### src/rtl/ip_pkg.sv
// IPv4 field constants, receive-parser state enum and ones'-complement fold helper,
// shared by the RX deframer and the TX encapsulation block.
package ip_pkg;

   localparam logic [3:0]  IP_VER_4          = 4'h4;
   localparam logic [3:0]  IP_IHL_MIN        = 4'h5;
   localparam logic [7:0]  IP_PROTO_TCP      = 8'h06;
   localparam logic [7:0]  IP_PROTO_UDP      = 8'h11;
   localparam int unsigned IP_HDR_WORDS      = 5;
   localparam logic [31:0] IP_ADDR_LOCAL_DEF = 32'hC0A80001;

   typedef enum logic [1:0] {
      ST_HDR,
      ST_PAYLOAD,
      ST_DROP
   } ip_rx_state_e;

   // Two folds are enough: the first leaves at most a single carry bit.
   function automatic logic [15:0] csum_fold(input logic [17:0] acc);
      logic [16:0] s1;
      s1 = {1'b0, acc[15:0]} + {15'b0, acc[17:16]};
      return s1[15:0] + {15'b0, s1[16]};
   endfunction

endpackage

### src/rtl/ip_csum16.sv
// Incremental 16-bit ones'-complement accumulator: clear, add one 32-bit word per cycle,
// and a folded result that already includes the word being added this cycle.
module ip_csum16
   import ip_pkg::*;
(
   input  logic        clk,
   input  logic        rst_n,
   input  logic        clr,
   input  logic        add,
   input  logic [31:0] word,
   output logic [15:0] sum_next
);

   logic [17:0] acc;
   logic [17:0] acc_base;
   logic [17:0] acc_next;

   // Folding the stored carries before each add keeps the sum inside 18 bits for any header.
   always_comb begin
      acc_base = clr ? 18'd0 : ({2'b0, acc[15:0]} + {16'b0, acc[17:16]});
      acc_next = acc_base;
      if (add) begin
         acc_next = acc_base + {2'b0, word[31:16]} + {2'b0, word[15:0]};
      end
   end

   always_ff @(posedge clk or negedge rst_n) begin
      if (!rst_n) begin
         acc <= 18'd0;
      end else if (clr || add) begin
         acc <= acc_next;
      end
   end

   assign sum_next = csum_fold(acc_next);

endmodule

### src/rtl/ip_rx_parser.sv
// Receive-side IPv4 deframer: validates the option-free 20-byte header, strips it and
// forwards the payload to TCP. Header checksum checking is built only with IP_RX_CSUM_EN.
//
//  state      | meaning
//  -----------+-----------------------------------------------------------
//  ST_HDR     | consuming header words 0..4 (idx), always ready
//  ST_PAYLOAD | copying payload words into the 1-deep TCP output register
//  ST_DROP    | swallowing the rest of a rejected packet until eth_rx_last
module ip_rx_parser
   import ip_pkg::*;
#(
   parameter logic [3:0]  IP_VERSION      = IP_VER_4,
   parameter logic [3:0]  IP_IHL          = IP_IHL_MIN,
   parameter logic [7:0]  IP_PROTOCOL_TCP = IP_PROTO_TCP,
   parameter logic [31:0] IP_ADDR_LOCAL   = IP_ADDR_LOCAL_DEF,
   parameter int unsigned DROP_CNT_W      = 16
) (
   input  logic                  clk,
   input  logic                  rst_n,
   input  logic [31:0]           eth_rx_data,
   input  logic                  eth_rx_valid,
   input  logic                  eth_rx_last,
   output logic                  eth_rx_ready,
   output logic [31:0]           tcp_rx_data,
   output logic                  tcp_rx_valid,
   output logic                  tcp_rx_last,
   input  logic                  tcp_rx_ready,
   output logic                  pkt_ok,
   output logic                  pkt_drop,
   output logic [DROP_CNT_W-1:0] drop_cnt
);

   localparam logic [2:0] IDX_LAST = 3'(IP_HDR_WORDS - 1);

   ip_rx_state_e state;
   logic [2:0]   idx;
   logic         hdr_bad;
   logic         eth_acc;
   logic         hdr_acc;
   logic         csum_ok;
   logic         word_bad;
   logic         bad_so_far;
   logic         ok_now;
   logic         drop_now;

   assign eth_rx_ready = (state == ST_PAYLOAD) ? (!tcp_rx_valid || tcp_rx_ready) : 1'b1;
   assign eth_acc      = eth_rx_valid && eth_rx_ready;
   assign hdr_acc      = eth_acc && (state == ST_HDR);

`ifdef IP_RX_CSUM_EN
   logic [15:0] csum_sum;

   ip_csum16 u_csum (
      .clk      (clk),
      .rst_n    (rst_n),
      .clr      (idx == 3'd0),
      .add      (hdr_acc),
      .word     (eth_rx_data),
      .sum_next (csum_sum)
   );

   assign csum_ok = (csum_sum == 16'hFFFF);
`else
   assign csum_ok = 1'b1;
`endif

   // Source address (w3) and total length are deliberately not checked; payload ends at last.
   always_comb begin
      word_bad = 1'b0;
      case (idx)
         3'd0:    word_bad = (eth_rx_data[31:28] != IP_VERSION) || (eth_rx_data[27:24] != IP_IHL);
         3'd1:    word_bad = eth_rx_data[13] || (eth_rx_data[12:0] != 13'd0);
         3'd2:    word_bad = (eth_rx_data[23:16] != IP_PROTOCOL_TCP);
         3'd4:    word_bad = (eth_rx_data != IP_ADDR_LOCAL) || !csum_ok;
         default: word_bad = 1'b0;
      endcase
      bad_so_far = (idx == 3'd0) ? word_bad : (hdr_bad || word_bad);
      ok_now     = hdr_acc && (idx == IDX_LAST) && !bad_so_far;
      drop_now   = hdr_acc && ((idx == IDX_LAST) ? bad_so_far : eth_rx_last);
   end

   always_ff @(posedge clk or negedge rst_n) begin
      if (!rst_n) begin
         state        <= ST_HDR;
         idx          <= 3'd0;
         hdr_bad      <= 1'b0;
         tcp_rx_data  <= 32'd0;
         tcp_rx_valid <= 1'b0;
         tcp_rx_last  <= 1'b0;
         pkt_ok       <= 1'b0;
         pkt_drop     <= 1'b0;
         drop_cnt     <= '0;
      end else begin
         pkt_ok   <= ok_now;
         pkt_drop <= drop_now;
         if (drop_now && (drop_cnt != '1)) begin
            drop_cnt <= drop_cnt + DROP_CNT_W'(1);
         end

         // Output register drains independently of the parser state.
         if (tcp_rx_ready) begin
            tcp_rx_valid <= 1'b0;
            tcp_rx_last  <= 1'b0;
         end

         if (eth_acc) begin
            case (state)
               ST_HDR: begin
                  hdr_bad <= bad_so_far;
                  if (idx == IDX_LAST) begin
                     idx <= 3'd0;
                     if (!eth_rx_last) begin
                        state <= bad_so_far ? ST_DROP : ST_PAYLOAD;
                     end
                  end else if (eth_rx_last) begin
                     idx <= 3'd0;
                  end else begin
                     idx <= idx + 3'd1;
                  end
               end
               ST_PAYLOAD: begin
                  tcp_rx_valid <= 1'b1;
                  tcp_rx_data  <= eth_rx_data;
                  tcp_rx_last  <= eth_rx_last;
                  if (eth_rx_last) begin
                     state <= ST_HDR;
                  end
               end
               ST_DROP: begin
                  if (eth_rx_last) begin
                     state <= ST_HDR;
                  end
               end
               default: state <= ST_HDR;
            endcase
         end
      end
   end

endmodule

### config.mk
export PLATFORM = sky130hd
export DESIGN_NAME = ip_rx_parser
export DESIGN_NICKNAME = d
export VERILOG_FILES = /design/src/rtl/ip_pkg.sv /design/src/rtl/ip_csum16.sv /design/src/rtl/ip_rx_parser.sv
export SDC_FILE = /design/constraint.sdc
export NUM_CORES = 1
export LEC_CHECK = 0
export BUFFER_PORTS_ARGS = -buffer_cell sky130_fd_sc_hd__buf_4
export CAP_MARGIN = 20
export CELL_PAD_IN_SITES_DETAIL_PLACEMENT = 0
export CELL_PAD_IN_SITES_GLOBAL_PLACEMENT = 2
export CORE_MARGIN = 2
export CORE_UTILIZATION = 29
export DETAILED_ROUTE_END_ITERATION = 6
export GPL_TIMING_DRIVEN = 0
export PLACE_DENSITY = 0.81
export SLEW_MARGIN = 0
export SYNTH_ARGS = -nofsm -noshare
export SYNTH_HDL_FRONTEND = slang
export SYNTH_HIERARCHICAL = 1
export SYNTH_SLANG_ARGS = --single-unit
### constraint.sdc
create_clock -name clk -period 2.2 [get_ports clk]
set_input_delay 0.33 -clock clk [delete_from_list [all_inputs] [get_ports clk]]
set_output_delay 0.33 -clock clk [all_outputs]
set_load 0.03 [all_outputs]
==> impl_metrics.csv <==
group,metric,value,unit
clock_network,cts_tree,"built",
sta,finalHoldViolations,0,
route,route.antenna.remaining_nets,0,
clock_network,htreeDepth,3,
sta,period_share,96.2,%
synth,synthTopCellsByCount,"58 x dfrtp_1, 33 x mux2_2, 14 x xnor2_1",
floorplanning,die_area,10200,um^2
final_layout,syn_to_final_growth,40.4,%
route,via_count,2114,
clock_network,clkSlewWorstSetupHoldPaths,60,ps
synth,synth_ff_type,"dfrtp_1",
global_routing,grt_pass1_vias,2170,
global_routing,grt-ovfl-total,0,
placement,post_dp_cell_area,3530,um^2
synth,ys_types,41,
clock_network,cts_sinks,58,
sta,max-slew-margin-rel,48.8,%
worst_setup_path,critPathTopFamily,"simple AND/OR/NAND/NOR gates",
flow_run,cap_violations,0,
synth,synth_fp_nets,263,
final_layout,fin_util,41.7,%
power,switching_share,35.9,%
power,ir_worst_vdd,0.801,mV
clock_network,cts.path.max_buffers,2,
synth,synth_area_leaders,"dfrtp_1 53%, mux2_2 14%, xnor2_1 4.5%, ha_1 3.2%, nand4_1 2.5%",
global_routing,antenna_found_initial,0,
clock_network,cts_root_buf,"clkbuf_8",
floorplanning,io_pins,90,
power,power.combinational.fraction,36.5,%
run_status,status,"complete, no violations",
sta,fin_crit,2120,ps
placement,routabilityCongestion,0.756,
floorplanning,start_util,29.7,%
route,wl_per_cell,15.6,um
floorplanning,core_area,9150,um^2
sta,tightest_slew,767,ps
floorplanning,rows,35,
route,drc,0,
synth,synth_edf_count,0,
clock_network,cts_buffers,9,
sta,slew_violations,0,
sta,finalSetupViolCount,0,
final_layout,drive_gt1_share,51.2,%
global_routing,grt_pass1_wl,11.1,mm
synth,synth_area_leader_cell,"dfrtp_1",
synth,syn_area,2720,um^2
worst_setup_path,crit_path_start_kind,"flop",
final_layout,nets,366,
route,drt_first_pass_iters,6,
final_layout,finalInstanceArea,3820,um^2
synth,syn_area_per_cell,12.4,um^2
worst_setup_path,slowest_delay,470,ps
synth,ys_seq_elements,58,
power,p_per_area,1050,nW/um^2
synth,synth_warnings,6,
placement,dpl.hpwl,4.98,mm
route,drtIter0Drc,45,
min_path,hp-class,"primary input to async pin",
floorplanning,fp.dieW,101,um
route,avgViaCountPerCell,4.84,
worst_setup_path,worstPathBufferInverterCount,2,
synth,yosysMostFrequentCell,"dfrtp_1",
route,totalWireLength,6.80,mm
sta,setup_tns,0,ps
synth,synthCells,219,
synth,async_reset_ff_share,100,%
floorplanning,fp.dieH,101,um
worst_setup_path,critPathKind,"flop to flop",
synth,synth.top_cell.area_share,53.4,%
power,p_leak,1.89,nW
worst_setup_path,worstPathArrival,2330,ps
sta,skew,6.23,ps
power,power,4.02,mW
global_routing,grt_use_total,14.0,%
worst_setup_path,required,2410,ps
sta,fmax,473,MHz
power,p_seq_share,37.3,%
worst_setup_path,worstPathCellList,"inv_2, ha_4, nand2_2, nor2_4, or4b_4, buf_4, nand3_1, mux2_1",
worst_setup_path,cp-end-kind,"flop",
clock_network,clk_latency,340,ps
clock_network,cts_hold_buf,0,
synth,yosysSeqAreaShare,53.4,%
global_routing,grt_start_max_net_pins,59,
power,power.internal,2.58,mW
power,p_clk_share,26.2,%
worst_setup_path,cpMaxStageDelayCell,"or4b_4",
worst_setup_path,critPathMaxFanout,6,
final_layout,num_antenna_cells,0,
power,switchingPower,1.45,mW
placement,portBuffers,89,
-- routing by layer --
layer	vias to the layer above	share of wire (%)	global-route usage, %	wire length, um
li1	1003	-	-	-
met1	1028	46	18.7	3110
met2	77	45	20.7	3030
met3	6	8.7	6.52	591
met4	0	0.90	3.27	61
met5	-	0	0	0
-- kinds of logic after synthesis --
| group | synth area share, % |
|---|---|
| AOI/OAI and AO/OA | 5.29 |
| xor gates and xnor gates | 4.51 |
| adders and majority gates | 3.22 |
| buffers and inverters | 2.44 |
| DFF | 53.4 |
| muxes | 14.1 |
| and+or+nand+nor | 17.1 |
-- flip-flops by register name, indices dropped and copies added (netlist names) --
signal / count
tcp_rx_data: 32
drop_cnt: 16
tcp_rx_valid: 1
tcp_rx_last: 1
hdr_bad: 1
pkt_ok: 1
pkt_drop: 1
state: 2
idx: 3
-- stage by stage --
stage	hold WS [ps]	setup WS [ps]	std cells
floorplan	34.4	18.0	219
global placement	456	-189	419
CTS	95.3	5.23	434
finish	59.5	84.5	437
detailed placement	459	-177	419
global route	98.5	-19.1	437
-- layout make-up --
cell class / instances / area, um^2
fill: 895 / 5330
sequential: 58 / 1450
multi-input combinational: 146 / 1260
timing repair buffer: 92 / 691
tap: 111 / 139
clock buffer: 9 / 124
clock inverter: 6 / 82.6
buffer: 6 / 38.8
inverter: 9 / 33.8
-- worst reg2reg max path: stages, from the launching register on --
cell     delay [ps]
dfrtp_2         430
inv_2            80
ha_4            160
nand2_2          80
nor2_4          130
or4b_4          470
buf_4           180
nand3_1         120
mux2_1          330
-- timing repair --
action	in CTS	in global routing
pin swaps	0	2
setup buffers	0	3
endpoints found under the setup margin	31	27
resized for setup	9	10
-- placed cells by master (no fill, tap or decap), types with 3 or more instances in the layout --
master	n
clkbuf_2	3
nand3_2	4
clkbuf_8	9
mux2_2	33
nor3_1	6
clkinv_2	3
inv_1	7
o21ai_0	7
and3_1	5
a21oi_1	3
nand2_1	9
nand3_1	6
nor2_1	4
buf_4	93
ha_1	6
and4_1	3
dfrtp_1	57
xnor2_1	14
nand4_1	11
-- power by group through the flow --
| stage | Clock [mW] | Combinational, mW | Sequential [mW] |
|---|---|---|---|
| final | 1.05 | 1.47 | 1.50 |
| after global routing | 1.14 | 1.59 | 1.54 |
| after CTS | 1.09 | 1.45 | 1.51 |
| after detailed placement | 0 | 1.41 | 1.52 |
| after global placement | 0 | 1.40 | 1.51 |
| after floorplan | 0 | 0.411 | 1.94 |
-- path summary, 6_finish.rpt --
kind / to / slack (ps) / start / depth (start not counted)
worst max-delay path: drop_cnt[1]$_DFFE_PN0P_ / 80 / idx[0]$_DFFE_PN0P_ / 8
max in group asynchronous: idx[0]$_DFFE_PN0P_ / 1620 / rst_n / 1
worst max register to register: drop_cnt[1]$_DFFE_PN0P_ / 80 / idx[0]$_DFFE_PN0P_ / 8
worst min-delay path: drop_cnt[3]$_DFFE_PN0P_ / 60 / rst_n / 1
worst min register to register: drop_cnt[15]$_DFFE_PN0P_ / 500 / drop_cnt[15]$_DFFE_PN0P_ / 1
min in group clk: tcp_rx_valid$_DFF_PN0_ / 200 / tcp_rx_ready / 2
(Power assumes the default switching activity.)
